--- config.mk ---
export PLATFORM = sky130hd
export DESIGN_NAME = seq_mult4
export DESIGN_NICKNAME = d
export VERILOG_FILES = /design/src/rtl/seq_mult_pkg.sv /design/src/rtl/adder4bits.sv /design/src/rtl/seq_mult4.sv
export SDC_FILE = /design/constraint.sdc
export NUM_CORES = 1
export LEC_CHECK = 0
export CAP_MARGIN = 20
export CORE_MARGIN = 5
export CORE_UTILIZATION = 57
export CTS_BUF_LIST = sky130_fd_sc_hd__clkbuf_8
export CTS_CLUSTER_DIAMETER = 120
export DETAILED_ROUTE_END_ITERATION = 10
export PLACE_DENSITY_LB_ADDON = 0.05
export SYNTH_ARGS = -nofsm -noshare
export SYNTH_HDL_FRONTEND = slang
export SYNTH_HIERARCHICAL = 1
export SYNTH_SLANG_ARGS = --single-unit
--- constraint.sdc ---
create_clock -name clk -period 4.73 [get_ports clk]
set_input_delay 0.7095 -clock clk [delete_from_list [all_inputs] [get_ports clk]]
set_output_delay 0.7095 -clock clk [all_outputs]
set_load 0.02 [all_outputs]
--- src/rtl/seq_mult_pkg.sv ---
// Shared types and constants for the sequential shift-and-add multiplier.
// Latency: n/a (declarations only).
// Backpressure: n/a.
package seq_mult_pkg;

   // Default operand width; the adder datapath is fixed at 4 bits.
   localparam int DEF_WIDTH = 4;

   // Control states of the multiplier FSM.
   typedef enum logic [1:0] {
      S_IDLE = 2'd0,
      S_RUN  = 2'd1,
      S_DONE = 2'd2
   } state_t;

endpackage

--- src/rtl/adder4bits.sv ---
// 4-bit ripple-carry adder: sum/cout = a + b + cin.
// Latency: combinational.
// Backpressure: none.
module adder4bits (
   input  logic [3:0] a,
   input  logic [3:0] b,
   input  logic       cin,
   output logic [3:0] sum,
   output logic       cout
);

   logic [4:0] carry;

   // Ripple the carry through four full-adder stages.
   always_comb begin
      carry    = '0;
      sum      = '0;
      carry[0] = cin;
      for (int i = 0; i < 4; i++) begin
         sum[i]       = a[i] ^ b[i] ^ carry[i];
         carry[i + 1] = (a[i] & b[i]) | (carry[i] & (a[i] ^ b[i]));
      end
   end

   assign cout = carry[4];

endmodule

--- src/rtl/seq_mult4.sv ---
// Unsigned shift-and-add multiplier, one partial-product add per clock.
// Latency: done/product update WIDTH edges after start is accepted; one result per WIDTH+1 cycles.
// Backpressure: none; start is only accepted in IDLE or DONE and ignored while busy.
module seq_mult4
   import seq_mult_pkg::*;
#(
   parameter int WIDTH = DEF_WIDTH,  // only 4 is supported by the adder datapath
   parameter int CNT_W = 3           // 2**CNT_W must exceed WIDTH
) (
   input  logic               clk,
   input  logic               rst,
   input  logic               start,
   input  logic [WIDTH-1:0]   a,
   input  logic [WIDTH-1:0]   b,
   output logic               busy,
   output logic               done,
   output logic [2*WIDTH-1:0] product
);

   state_t               state;
   state_t               state_nxt;
   logic [WIDTH-1:0]     mcand;
   logic [2*WIDTH-1:0]   acc;
   logic [CNT_W-1:0]     cnt;

   logic [WIDTH-1:0]     add_sum;
   logic                 add_cout;
   logic [WIDTH:0]       step;      // {carry, sum} chosen for this iteration
   logic [2*WIDTH-1:0]   acc_shift;
   logic                 accept;
   logic                 last_iter;

   // Partial-product adder: high half of the accumulator plus the multiplicand.
   adder4bits u_add (
      .a    (acc[2*WIDTH-1:WIDTH]),
      .b    (mcand),
      .cin  (1'b0),
      .sum  (add_sum),
      .cout (add_cout)
   );

   // Select add-or-pass by the current multiplier LSB, then shift right with the carry entering the MSB.
   always_comb begin
      step = {1'b0, acc[2*WIDTH-1:WIDTH]};
      if (acc[0]) begin
         step = {add_cout, add_sum};
      end
      acc_shift = {step, acc[WIDTH-1:1]};
   end

   assign accept    = start && ((state == S_IDLE) || (state == S_DONE));
   assign last_iter = (state == S_RUN) && (cnt == CNT_W'(WIDTH - 1));

   // State register.
   always_ff @(posedge clk or posedge rst) begin
      if (rst) begin
         state <= S_IDLE;
      end else begin
         state <= state_nxt;
      end
   end

   // Next-state and status outputs; DONE lasts one cycle and can re-accept immediately.
   always_comb begin
      state_nxt = state;
      busy      = 1'b0;
      done      = 1'b0;
      case (state)
         S_IDLE: begin
            if (start) begin
               state_nxt = S_RUN;
            end
         end
         S_RUN: begin
            busy = 1'b1;
            if (cnt == CNT_W'(WIDTH - 1)) begin
               state_nxt = S_DONE;
            end
         end
         S_DONE: begin
            done = 1'b1;
            if (start) begin
               state_nxt = S_RUN;
            end else begin
               state_nxt = S_IDLE;
            end
         end
         default: begin
            state_nxt = S_IDLE;
         end
      endcase
   end

   // Operand capture, iteration datapath and result register.
   always_ff @(posedge clk or posedge rst) begin
      if (rst) begin
         mcand   <= '0;
         acc     <= '0;
         cnt     <= '0;
         product <= '0;
      end else if (accept) begin
         mcand <= a;
         acc   <= {{WIDTH{1'b0}}, b};
         cnt   <= '0;
      end else if (state == S_RUN) begin
         acc <= acc_shift;
         cnt <= cnt + {{(CNT_W-1){1'b0}}, 1'b1};
         if (last_iter) begin
            product <= acc_shift;
         end
      end
   end

endmodule

==> run summary <==
fraction of the mapped netlist area in simple logic gates: 0.1350
Pwr Density: 644.9 mW/mm^2
Synth Flop Type: dfrtp_1
CP Max Fanout: 12
Post-Synth Adder-Cell Area: 0.09003
Root Driver: clkbuf_8
HP Start: mcand[3]$_DFFE_PP0P_
top-count cell post-synth: dfrtp_1
gr ovfl total: 0
top-area cell type share of the netlist area: 0.5359
Post-Syn Area: 0.001167 mm^2
worst setup margin: 2258 ps
worst hold path class: flip-flop to flip-flop
Max Clock Skew: 2.660 ps
die area: 0.003053 mm^2
top cells by area, synth: dfrtp_1, fa_1, nand2_1, inv_1, o2bb2ai_1
asr flop ratio synth: 1.000
Critical Path AT: 1760 ps
Yosys reg bits: 25
slew of the pin with the lowest slew margin: 923.4 ps
n_diodes: 0
Worst slew margin: 0.3837
CTS HTree Levels: 1
Die X-Extent: 55.26 um
VDD IR max: 0.4473 mV
Die Height: 55.26 um
GP Congestion: 0.7565
first-pass GRT wire length: 3615 um
DRT Pass-1 Iters: 4
FP Rows: 16
crit path capture type: primary output
Slew Viols, Final: 0
Max Cap Viol: 0
cell type with the largest total area after synthesis: dfrtp_1
Startpoint Class: flip-flop
share of cells above drive strength 1: 0.06299
RSZ-0062 raised after global routing: no
fin util: 0.7245
GRT Overall Usage: 0.1453
Vias/cell: 5.123
io pins: 21
Worst-path clk slew: 80 ps
Mapped Cells: 108
Synth-to-Final Area Change: 21.76%
Synth Area in Compound Gates: 0.1050
DR vias: 789
final wirelength: 1957 um
run status: finished, final reports clean
Skew-Pair Late Insertion Delay: 260 ps
dpl ws: 2454 ps
Final setup viols: 0
FILL cells: 163
RR Startpoint: acc[4]$_DFFE_PP0P_
starting density of the core: 0.5950
syn nets: 125
number of nets with antenna violations after routing: 0
synth unique cells: 24
Post-synth EDFFs: 0
hold_buf cts: 0
sequential fraction of the synthesis area: 0.5359
Required @ worst endpoint: 4020 ps
DPL Wire Length: 1464 um
post-CTS sizing: 0
largest net degree at the start of global routing: 26
wire length per cell: 12.71 um
Fmax: 404.6 MHz
syn avg cell area: 10.81 um^2
Final min period: 2472 ps
core footprint: 0.001962 mm^2
setup_tns: 0 ps
yosys warns: 6
XOR/XNOR Fraction of Synth Area: 0
leakage: 0.6746 nW
synth cell count leaders: dfrtp_1, nand2_1, inv_1
largest family of logic cells by synthesized area: simple AND/OR/NAND/NOR gates
initial DRC count: 9
Max clock buf depth: 2
DRC viols: 0
CTS tree: built
final hold vios: 0
vias in the first global route: 814
PortBufs: 20
initial antenna violation count: 0
Final Cycle Share: 0.5225
Post-CTS Setup Bufs: 0
CP Launch Point: state[1]$_DFFE_PP0P_
post-synthesis mux area share: 0.06324
TritonCTS Buffers: 3
Nets: 145
CP Class: flip-flop to primary output
Clock Sinks: 25
[cell usage in the layout (no fill, tap or decap), drive strengths merged, types with 3 or more instances in the layout]
cell	instances
nand3	4
dfrtp	25
clkbuf	3
clkdlybuf4s50	20
a22oi	3
mux2	3
nand2	21
fa	4
mux2i	4
inv	14
o21ai	7
o2bb2ai	5
[metal layers]
metal | share of wire | global-route usage | up-vias
met5 | 0 | 0 | -
met4 | 0.0087 | 0.05903 | 0
met3 | 0.056 | 0.04196 | 4
met2 | 0.46 | 0.2264 | 17
met1 | 0.48 | 0.1900 | 381
li1 | - | - | 387
[report_power, final]
part           switching [W]  internal (W)
clock network      0.0000649     0.0000580
logic               0.000229      0.000190
registers          0.0000680      0.000306
total               0.000362      0.000554
[registers in the layout (all words and copies together) (netlist names)]
| signal | count |
|---|---|
| state | 2 |
| cnt | 3 |
| acc | 8 |
| mcand | 4 |
| product | 8 |
[layout make-up]
class | count | area [um^2] | share of cell area
clock buffers | 3 | 41.29 | 0.02905
clock inverters | 1 | 3.754 | 0.002641
inverters | 14 | 53.80 | 0.03785
multi-input cells | 64 | 462.9 | 0.3257
flip-flops and latches | 25 | 625.6 | 0.4401
well taps | 27 | 33.78 | 0.02377
repair buffers | 20 | 200.2 | 0.1408
[through the flow]
stage | instances | instance area (um^2) | hold slack [ps] | power [W]
finish | 154 | 1421 | 479.2 | 0.0009166
global route | 154 | 1421 | 530.4 | 0.001005
CTS | 154 | 1421 | 485.9 | 0.0009306
detailed placement | 150 | 1376 | 464.5 | 0.0008054
global placement | 150 | 1376 | 460.3 | 0.0007913
floorplan | 108 | 1167 | 445.7 | 0.0006752
[cell families (layout without fill, tap and decap cells)]
kind of cell	after synthesis	in the layout
simple gates	33	33
flops	25	25
buf+inv	19	38
compound gates	17	17
mux	7	7
fa+ha+maj	6	6
other cells	1	1
[worst max-delay path: stages, from the launching register on]
cell and delay (ps):
dfrtp_1 390, nand2b_2 300, clkinv_2 180, clkdlybuf4s50_1 630
[worst paths after layout]
check                                        to  slack [ps]  cells after the start
min reg2reg                mcand[3]$_DFFE_PP0P_         480                      2
min in group asynchronous  state[0]$_DFFE_PP0P_         950                      2
min                        mcand[3]$_DFFE_PP0P_         480                      2
max reg2reg                  acc[6]$_DFFE_PP0P_        2450                     10
max in group asynchronous    acc[1]$_DFFE_PP0P_        3220                      2
max                                        busy        2260                      3
(Power assumes the default switching activity.)
